--- config.mk ---
export PLATFORM = sky130hd
export DESIGN_NAME = qpsk_demapper
export DESIGN_NICKNAME = d
export VERILOG_FILES = /design/src/rtl/qpsk_pkg.sv /design/src/rtl/qpsk_ber_counter.sv /design/src/rtl/qpsk_demapper.sv
export SDC_FILE = /design/constraint.sdc
export NUM_CORES = 1
export LEC_CHECK = 0
export CAP_MARGIN = 20
export CORE_MARGIN = 2
export CORE_UTILIZATION = 52
export DETAILED_ROUTE_END_ITERATION = 10
export PLACE_DENSITY = 0.95
export SETUP_SLACK_MARGIN = 0.1
export SLEW_MARGIN = 20
export SYNTH_ARGS = -nofsm -noshare
export SYNTH_HDL_FRONTEND = slang
export SYNTH_SLANG_ARGS = --single-unit
--- constraint.sdc ---
create_clock -name clk -period 5 [get_ports clk]
set_input_delay 1 -clock clk [delete_from_list [all_inputs] [get_ports clk]]
set_output_delay 1 -clock clk [all_outputs]
set_load 0.02 [all_outputs]
--- src/rtl/qpsk_pkg.sv ---
// qpsk_pkg: constants and bit/symbol mapping convention shared with the transmit mapper
package qpsk_pkg;
    localparam int QPSK_DW = 16;
    localparam int QPSK_FRAC = 7;
    localparam logic signed [15:0] QPSK_AMP_POS = 16'sd90;
    localparam logic signed [15:0] QPSK_AMP_NEG = -16'sd90;
    localparam logic QPSK_BIT_POS = 1'b0;
    function automatic logic qpsk_decide(input logic neg);
        return neg ? ~QPSK_BIT_POS : QPSK_BIT_POS;
    endfunction
endpackage

--- src/rtl/qpsk_ber_counter.sv ---
// qpsk_ber_counter: windowed bit-error accumulator with saturating error count and clear
module qpsk_ber_counter #(
    parameter int CNT_W = 32,
    parameter int BER_WIN_BITS = 1048576
) (
    input  logic             clk,
    input  logic             rst,
    input  logic             valid,
    input  logic [1:0]       nerr,
    input  logic             clr,
    output logic [CNT_W-1:0] ber_err,
    output logic             ber_done
);
    localparam int BW = $clog2(BER_WIN_BITS + 1);
    logic [CNT_W-1:0] err_acc, err_nxt;
    logic [CNT_W:0]   err_sum;
    logic [BW-1:0]    bit_acc, bit_nxt;
    logic             win_end;
    // next accumulator values including the symbol currently being decided
    always_comb begin
        err_sum = {1'b0, err_acc} + (CNT_W+1)'(nerr);
        err_nxt = err_sum[CNT_W] ? '1 : err_sum[CNT_W-1:0];
        bit_nxt = bit_acc + BW'(2);
        win_end = valid && bit_nxt == BW'(BER_WIN_BITS);
    end
    // clear wins over window completion; completion latches the count and restarts
    always_ff @(posedge clk) begin
        if (rst || clr) begin
            err_acc  <= '0;
            bit_acc  <= '0;
            ber_err  <= '0;
            ber_done <= 1'b0;
        end else begin
            ber_done <= win_end;
            if (win_end) begin
                ber_err <= err_nxt;
                err_acc <= '0;
                bit_acc <= '0;
            end else if (valid) begin
                err_acc <= err_nxt;
                bit_acc <= bit_nxt;
            end
        end
    end
endmodule

--- src/rtl/qpsk_demapper.sv ---
// qpsk_demapper: 2-stage hard-decision QPSK demapper with saturated decision error; BER counter under QPSK_DEMAP_BER_EN
module qpsk_demapper
    import qpsk_pkg::*;
#(
    parameter int DW = QPSK_DW,
    parameter int QPSK_AMP = int'(QPSK_AMP_POS),
    parameter int CNT_W = 32,
    parameter int BER_WIN_BITS = 1048576
) (
    input  logic             clk,
    input  logic             rst,
    input  logic             in_valid,
    input  logic [DW-1:0]    in_I,
    input  logic [DW-1:0]    in_Q,
    input  logic             ref_bit_I,
    input  logic             ref_bit_Q,
    input  logic             ber_clr,
    output logic             out_valid,
    output logic             bit_I,
    output logic             bit_Q,
    output logic [DW-1:0]    dec_I,
    output logic [DW-1:0]    dec_Q,
    output logic [DW-1:0]    err_I,
    output logic [DW-1:0]    err_Q,
    output logic [CNT_W-1:0] ber_err,
    output logic             ber_done
);
    localparam logic [DW-1:0] AMP_P = DW'(QPSK_AMP);
    localparam logic [DW-1:0] AMP_N = -AMP_P;
    function automatic logic [DW-1:0] sat(input logic [DW:0] e);
        return (e[DW] ^ e[DW-1]) ? {e[DW], {(DW-1){~e[DW]}}} : e[DW-1:0];
    endfunction
    logic          v1, b_i1, b_q1;
    logic [DW-1:0] i1, q1, dec_i2, dec_q2;
    // stage 1: capture the sample and take the sign decision
    always_ff @(posedge clk) begin
        if (rst) begin
            v1   <= 1'b0;
            i1   <= '0;
            q1   <= '0;
            b_i1 <= 1'b0;
            b_q1 <= 1'b0;
        end else begin
            v1 <= in_valid;
            if (in_valid) begin
                i1   <= in_I;
                q1   <= in_Q;
                b_i1 <= qpsk_decide(in_I[DW-1]);
                b_q1 <= qpsk_decide(in_Q[DW-1]);
            end
        end
    end
    // map decided bits back to symbol amplitudes
    always_comb begin
        dec_i2 = (b_i1 == QPSK_BIT_POS) ? AMP_P : AMP_N;
        dec_q2 = (b_q1 == QPSK_BIT_POS) ? AMP_P : AMP_N;
    end
    // stage 2: register decisions and the saturated error decision - sample
    always_ff @(posedge clk) begin
        if (rst) begin
            out_valid <= 1'b0;
            bit_I     <= 1'b0;
            bit_Q     <= 1'b0;
            dec_I     <= '0;
            dec_Q     <= '0;
            err_I     <= '0;
            err_Q     <= '0;
        end else begin
            out_valid <= v1;
            if (v1) begin
                bit_I <= b_i1;
                bit_Q <= b_q1;
                dec_I <= dec_i2;
                dec_Q <= dec_q2;
                err_I <= sat({dec_i2[DW-1], dec_i2} - {i1[DW-1], i1});
                err_Q <= sat({dec_q2[DW-1], dec_q2} - {q1[DW-1], q1});
            end
        end
    end
`ifdef QPSK_DEMAP_BER_EN
    logic ri1, rq1;
    // reference bits travel alongside the sample so they meet their decision
    always_ff @(posedge clk) begin
        if (rst) begin
            ri1 <= 1'b0;
            rq1 <= 1'b0;
        end else if (in_valid) begin
            ri1 <= ref_bit_I;
            rq1 <= ref_bit_Q;
        end
    end
    qpsk_ber_counter #(.CNT_W(CNT_W), .BER_WIN_BITS(BER_WIN_BITS)) u_ber (
        .clk      (clk),
        .rst      (rst),
        .valid    (v1),
        .nerr     ({1'b0, b_i1 ^ ri1} + {1'b0, b_q1 ^ rq1}),
        .clr      (ber_clr),
        .ber_err  (ber_err),
        .ber_done (ber_done)
    );
`else
    localparam int win_bits_unused = BER_WIN_BITS;
    logic ber_unused;
    assign ber_unused = ^{ref_bit_I, ref_bit_Q, ber_clr};
    assign ber_err = '0;
    assign ber_done = 1'b0;
`endif
endmodule

==> out/summary.txt, run 1 <==
Boundary Pins = 138
WS Path Type = flop to flop
final instance count without filler cells = 709
RSZ-0062 raised after global routing = no
Pwr per Cell Area = 314 nW/um2
Rel. slew slack = 36.5%
Max Root-Sink Buffers = 2
CP cell instances = inv_1 -> ha_1 -> or3_1 -> o221a_2 -> a31oi_1 -> o21ai_1 -> a2111oi_0 -> nor2_1 -> xnor2_1 -> a211oi_1
Final Cell Area = 5530 um2
fmax = 297 MHz
Area Overhead vs Synth = 20.6%
register area share after synthesis = 31.0%
#FFs+latches synth = 71
ys async rst share = 0%
WP data required = 5.27 ns
Post-CTS Resized = 0
initial antenna violation count = 0
Hold Vio Cnt, Final = 0
Routed WL per cell = 14.6 um
GR Overflow Total = 0
Post-Syn Area per Cell = 8.59 um2
Int Pwr = 0.00116 W
Sw Share = 33.3%
Mapped Area = 4590 um2
CP max-delay cell = dfxtp_1
Post-CTS Hold Fix Bufs = 0
MaxCap Viol Count = 0
Clk pwr share = 30.1%
CP max stage delay = 0.67 ns
status = finished, final reports clean
Post-synth EDFFs = 0
ys flop type = dfxtp_1
CP Max Fanout = 13
TritonCTS Sinks = 71
M3 GR Usage = 5.51%
period utilization = 67.4%
Tmin final = 3.37 ns
Die Y = 97.9 um
Routed Antenna Nets = 0
DRC = 0
Combinational Power Share = 32.9%
Placed Cells = 693
Initial Util = 53.1%
Avg Vias per Cell = 5.36
global-route wire length before repair = 17000 um
endpoints failing setup = 0
share of layout cells above drive strength 1 = 8.15%
multi-input logic area = 2620 um2
Die W = 97.9 um
worst vdd ir = 0.000208 V
TritonCTS buffer count = 9
Final Max Slew Viols = 0
routing usage on met2 = 37.6%
pin slew with the least headroom to its limit = 0.952 ns
FF-to-FF path depth = 10
setup TNS = 0 ns
largest net degree at the start of global routing = 49
synth warn = 0
Via Count = 3801
Hold Path Depth = 2
nets = 662
GRT Util Overall = 21.5%
Die ar. = 9590 um2
fill count = 715
TritonCTS clock tree = yes
Core ar. = 8640 um2
WL final = 10300 um
Setup Fix Bufs, Post-CTS = 0
Worst-path clk slew = 0.08 ns
busiest grt layer = met2
leakage = 2.30 nW
Netlist cell types = 61
power share of the sequential group = 37.0%
Hold WS = 0.496 ns
drt pass-1 iters = 5
kind of end point of the critical path = flop
pre-CTS WS = 1.66 ns
skew final = 0.0113 ns
min setup slack post-route = 1.63 ns
Psw = 0.000579 W
vias in the first global route = 3735
Hold Crit Class = flop to flop
placer congestion estimate = 0.893
Startpoint Class = flop
most common cell after layout, fill and taps aside = clkdlybuf4s50_1
IO Port Bufs = 99
Mapped Cells = 534
initial DRC count = 201
Antenna diodes = 0
CP Data Arrival Time = 3.64 ns
Clock Latency Late Sink = 0.35 ns
CTS H-Tree Depth = 3
Post-DP HPWL = 7840 um
met1 Use GR = 25.4%
FF+latch area = 1420 um2
CTS Root Cell = clkbuf_8
Rows = 34
commonest non-fill, non-tap cells in the layout = clkdlybuf4s50_1 (97), nor2_1 (71), dfxtp_1 (70)
Placement Cell Area = 5300 um2
## state kept, by name, indices dropped and copies added, names as in the netlist, 2 cells and up
name,flops
i1,15
q1,15
err_I,16
dec_Q,2
dec_I,3
err_Q,16
## synth_stat cells, types with 2 or more instances
library cell	number	share of area, %
clkbuf_1	17	1.4
mux2i_1	41	8.9
o221a_2	10	2.5
nor2b_1	7	0.95
o31ai_1	2	0.33
o21ai_0	25	2.7
a21boi_0	2	0.33
mux2_2	2	0.49
xor2_1	12	2.3
a31oi_1	3	0.41
maj3_1	3	0.65
buf_1	5	0.41
a211oi_1	12	2.0
o21a_1	8	1.3
nand2_1	14	1.1
and3_1	3	0.41
nand3_1	5	0.55
inv_1	31	2.5
xnor2_1	10	1.9
o31a_1	2	0.38
o21bai_1	2	0.33
dfxtp_1	71	31
buf_4	62	10
o21ai_1	2	0.22
nand2b_1	3	0.41
a31o_2	3	0.57
a2111oi_0	3	0.57
nor3_1	7	0.76
a21o_1	8	1.3
ha_1	28	7.6
or2_2	4	0.55
a311o_1	2	0.44
nor4_1	2	0.27
o211ai_1	2	0.33
nor2_1	71	5.8
a21oi_1	25	2.7
## cell families (layout without fill, tap and decap cells)
family	after synthesis	after routing	share of synthesized area, %
AND/OR/NAND/NOR	123	123	12.1
buffers and inverters	117	150	14.7
AO/OA/AOI/OAI	126	126	20.2
XOR/XNOR	22	22	4.20
multiplexers	43	43	9.44
adder cells (fa/ha/maj)	31	31	8.29
flip-flops	71	71	31.0
other	1	35	0.0818
## worst paths after layout
path	slack, ns	start	end
setup reg to reg	1.63	b_i1$_SDFFE_PP0P_	err_I[13]$_SDFFE_PP0P_
setup / recovery	1.63	b_i1$_SDFFE_PP0P_	err_I[13]$_SDFFE_PP0P_
hold / removal	0.50	dec_I[1]$_SDFFE_PP0P_	dec_I[1]$_SDFFE_PP0P_
hold reg to reg	0.50	dec_I[1]$_SDFFE_PP0P_	dec_I[1]$_SDFFE_PP0P_
## cell type report
type                       count  area share (%)
inverter                      32            2.17
tap                          108            2.44
sequential                    71            25.7
timing repair buffer         102            18.1
clock buffer                  10            2.49
multi-input combinational    380            47.4
clock inverter                 6            1.65
## power groups by stage
stage / Combinational, W / Clock (W) / Sequential (W)
2_1_floorplan: 0.000403 / 0 / 0.000674
3_3_place_gp: 0.000546 / 0 / 0.000652
3_5_place_dp: 0.000565 / 0 / 0.000655
4_1_cts: 0.000569 / 0.000532 / 0.000642
5_1_grt: 0.000622 / 0.000556 / 0.000647
6_report: 0.000572 / 0.000523 / 0.000642
## metrics by stage
stage | total power, W | util [%]
floorplan | 0.00108 | -
global placement | 0.00120 | 61.4
detailed placement | 0.00122 | 61.4
CTS | 0.00174 | 64.0
global route | 0.00182 | 64.0
finish | 0.00174 | 64.0
## worst max-delay path: cells and delay by family (launching register included)
kind	cells	cell delay (ns)
flops	1	0.67
compound gates	5	1.47
simple gates	2	0.51
xor+xnor	1	0.14
buf+inv	1	0.20
fa+ha+maj	1	0.31
## routing by layer
layer	vias up	wire (um)	share of wire, %
met5	-	0	0
met4	0	200	1.9
met3	17	560	5.4
met2	131	5040	49
met1	1756	4520	44
li1	1897	-	-
Note: power is estimated with default switching activity, not from simulation.
==> run 2, diff against run 1 <==
--- a/config.mk
+++ b/config.mk
@@ -7,9 +7,9 @@
 export LEC_CHECK = 0
 export CAP_MARGIN = 20
 export CORE_MARGIN = 2
-export CORE_UTILIZATION = 52
+export CORE_UTILIZATION = 43
 export DETAILED_ROUTE_END_ITERATION = 10
-export PLACE_DENSITY = 0.95
+export PLACE_DENSITY = 0.87
 export SETUP_SLACK_MARGIN = 0.1
 export SLEW_MARGIN = 20
 export SYNTH_ARGS = -nofsm -noshare
==> constraint.sdc (replaced) <==
create_clock -name clk -period 3.1 [get_ports clk]
set_input_delay 0.62 -clock clk [delete_from_list [all_inputs] [get_ports clk]]
set_output_delay 0.62 -clock clk [all_outputs]
set_load 0.02 [all_outputs]
==> run 2 against run 1 <==
Compared with the run above:
- highest routed layer unchanged
- sequential power up 60%
- register-to-register slack lost 1.4 ns
- first-iteration DRC count is 30% lower
==> out/summary.txt, run 2 (synthesis gave the netlist of run 1 again) <==
Rows = 37
Area Overhead vs Synth = 21.5%
min setup slack post-route = 0.186 ns
Via Count = 3966
initial antenna violation count = 0
pre-CTS WS = 0.125 ns
Final Max Slew Viols = 0
DRC = 0
vias in the first global route = 3679
Pwr per Cell Area = 477 nW/um2
Worst-path clk slew = 0.07 ns
TritonCTS Sinks = 71
RSZ-0062 raised after global routing = yes
Hold WS = 0.488 ns
kind of end point of the critical path = flop
endpoints failing setup = 0
GRT Util Overall = 18.9%
skew final = 0.00651 ns
fill count = 919
initial DRC count = 140
CP Data Arrival Time = 3.20 ns
Rel. slew slack = 32.5%
WP data required = 3.38 ns
Post-CTS Hold Fix Bufs = 0
largest net degree at the start of global routing = 34
placer congestion estimate = 0.931
pin slew with the least headroom to its limit = 1.01 ns
period utilization = 94.0%
Initial Util = 44.4%
fmax = 343 MHz
TritonCTS clock tree = yes
share of layout cells above drive strength 1 = 9.23%
Hold Vio Cnt, Final = 0
Boundary Pins = 138
Startpoint Class = flop
status = finished, final reports clean
global-route wire length before repair = 17200 um
Routed WL per cell = 14.6 um
MaxCap Viol Count = 0
IO Port Bufs = 99
Clock Latency Late Sink = 0.37 ns
CP Max Fanout = 5
FF-to-FF path depth = 10
Die W = 107 um
setup TNS = 0 ns
drt pass-1 iters = 4
Hold Crit Class = flop to flop
GR Overflow Total = 0
Core ar. = 10300 um2
Antenna diodes = 0
Placement Cell Area = 5380 um2
Die ar. = 11500 um2
TritonCTS buffer count = 9
nets = 670
Post-DP HPWL = 8030 um
Routed Antenna Nets = 0
WL final = 10900 um
Die Y = 107 um
CTS H-Tree Depth = 3
R2R Setup Slk = 0.19 ns
Avg Vias per Cell = 5.34
most common cell after layout, fill and taps aside = clkdlybuf4s50_1
Tmin final = 2.91 ns
leakage = 2.32 nW
worst vdd ir = 0.000211 V
Hold Path Depth = 2
commonest non-fill, non-tap cells in the layout = clkdlybuf4s50_1 (97), nor2_1 (71), dfxtp_1 (69)
CTS Root Cell = clkbuf_8
Top Registers = err_I x16, err_Q x16
WS Path Type = flop to flop
Max Root-Sink Buffers = 2
Final Cell Area = 5570 um2
-- run 2: final timing paths --
path                                from                     end
setup reg to reg       b_i1$_SDFFE_PP0P_  err_I[13]$_SDFFE_PP0P_
hold / removal    err_I[10]$_SDFFE_PP0P_  err_I[10]$_SDFFE_PP0P_
hold reg to reg   err_I[10]$_SDFFE_PP0P_  err_I[10]$_SDFFE_PP0P_
setup / recovery       b_i1$_SDFFE_PP0P_  err_I[13]$_SDFFE_PP0P_
-- run 2: metrics by stage --
| step | cells | total power [W] | util [%] |
|---|---|---|---|
| after floorplan | 568 | 0.00174 | - |
| after global placement | 727 | 0.00194 | 52.1 |
| after detailed placement | 727 | 0.00198 | 52.1 |
| after CTS | 741 | 0.00265 | 53.7 |
| after global routing | 743 | 0.00280 | 54.0 |
| final | 743 | 0.00266 | 54.0 |
-- run 2: power breakdown --
| group | switching (W) | internal [W] |
|---|---|---|
| Clock | 0.000344 | 0.000325 |
| Combinational | 0.000523 | 0.000434 |
| Sequential | 0.0000522 | 0.000980 |
| Total | 0.000919 | 0.00174 |
-- run 2: repair_timing --
item,4_1_cts,5_1_grt
pin swaps,0,1
setup buffers,0,2
gates resized for setup,1,3
setup endpoints to repair,1,12
-- run 2: final cells by class --
cell class,count,area (um2),area share [%]
inverter,32,120,2.16
clock buffer,13,159,2.85
clock inverter,1,5.00,0.0898
timing repair buffer,110,1060,19.1
tap,136,170,3.05
sequential,71,1420,25.6
multi-input combinational,380,2630,47.2
-- run 2: per-layer routing --
layer	track usage, %	vias to the layer above	routed length [um]
li1	-	1922	-
met4	8.26	0	217
met1	23.2	1871	4740
met2	31.2	155	5160
met3	4.96	18	756
met5	0	-	0
-- run 2: critical path, cell delays in order, from the launching register on --
cell	delay, ns
dfxtp_1	0.40
inv_1	0.12
ha_1	0.27
or3_1	0.39
o221a_2	0.26
a31oi_1	0.24
o21ai_1	0.17
a2111oi_1	0.51
nor2_1	0.10
xnor2_1	0.14
a211oi_1	0.22
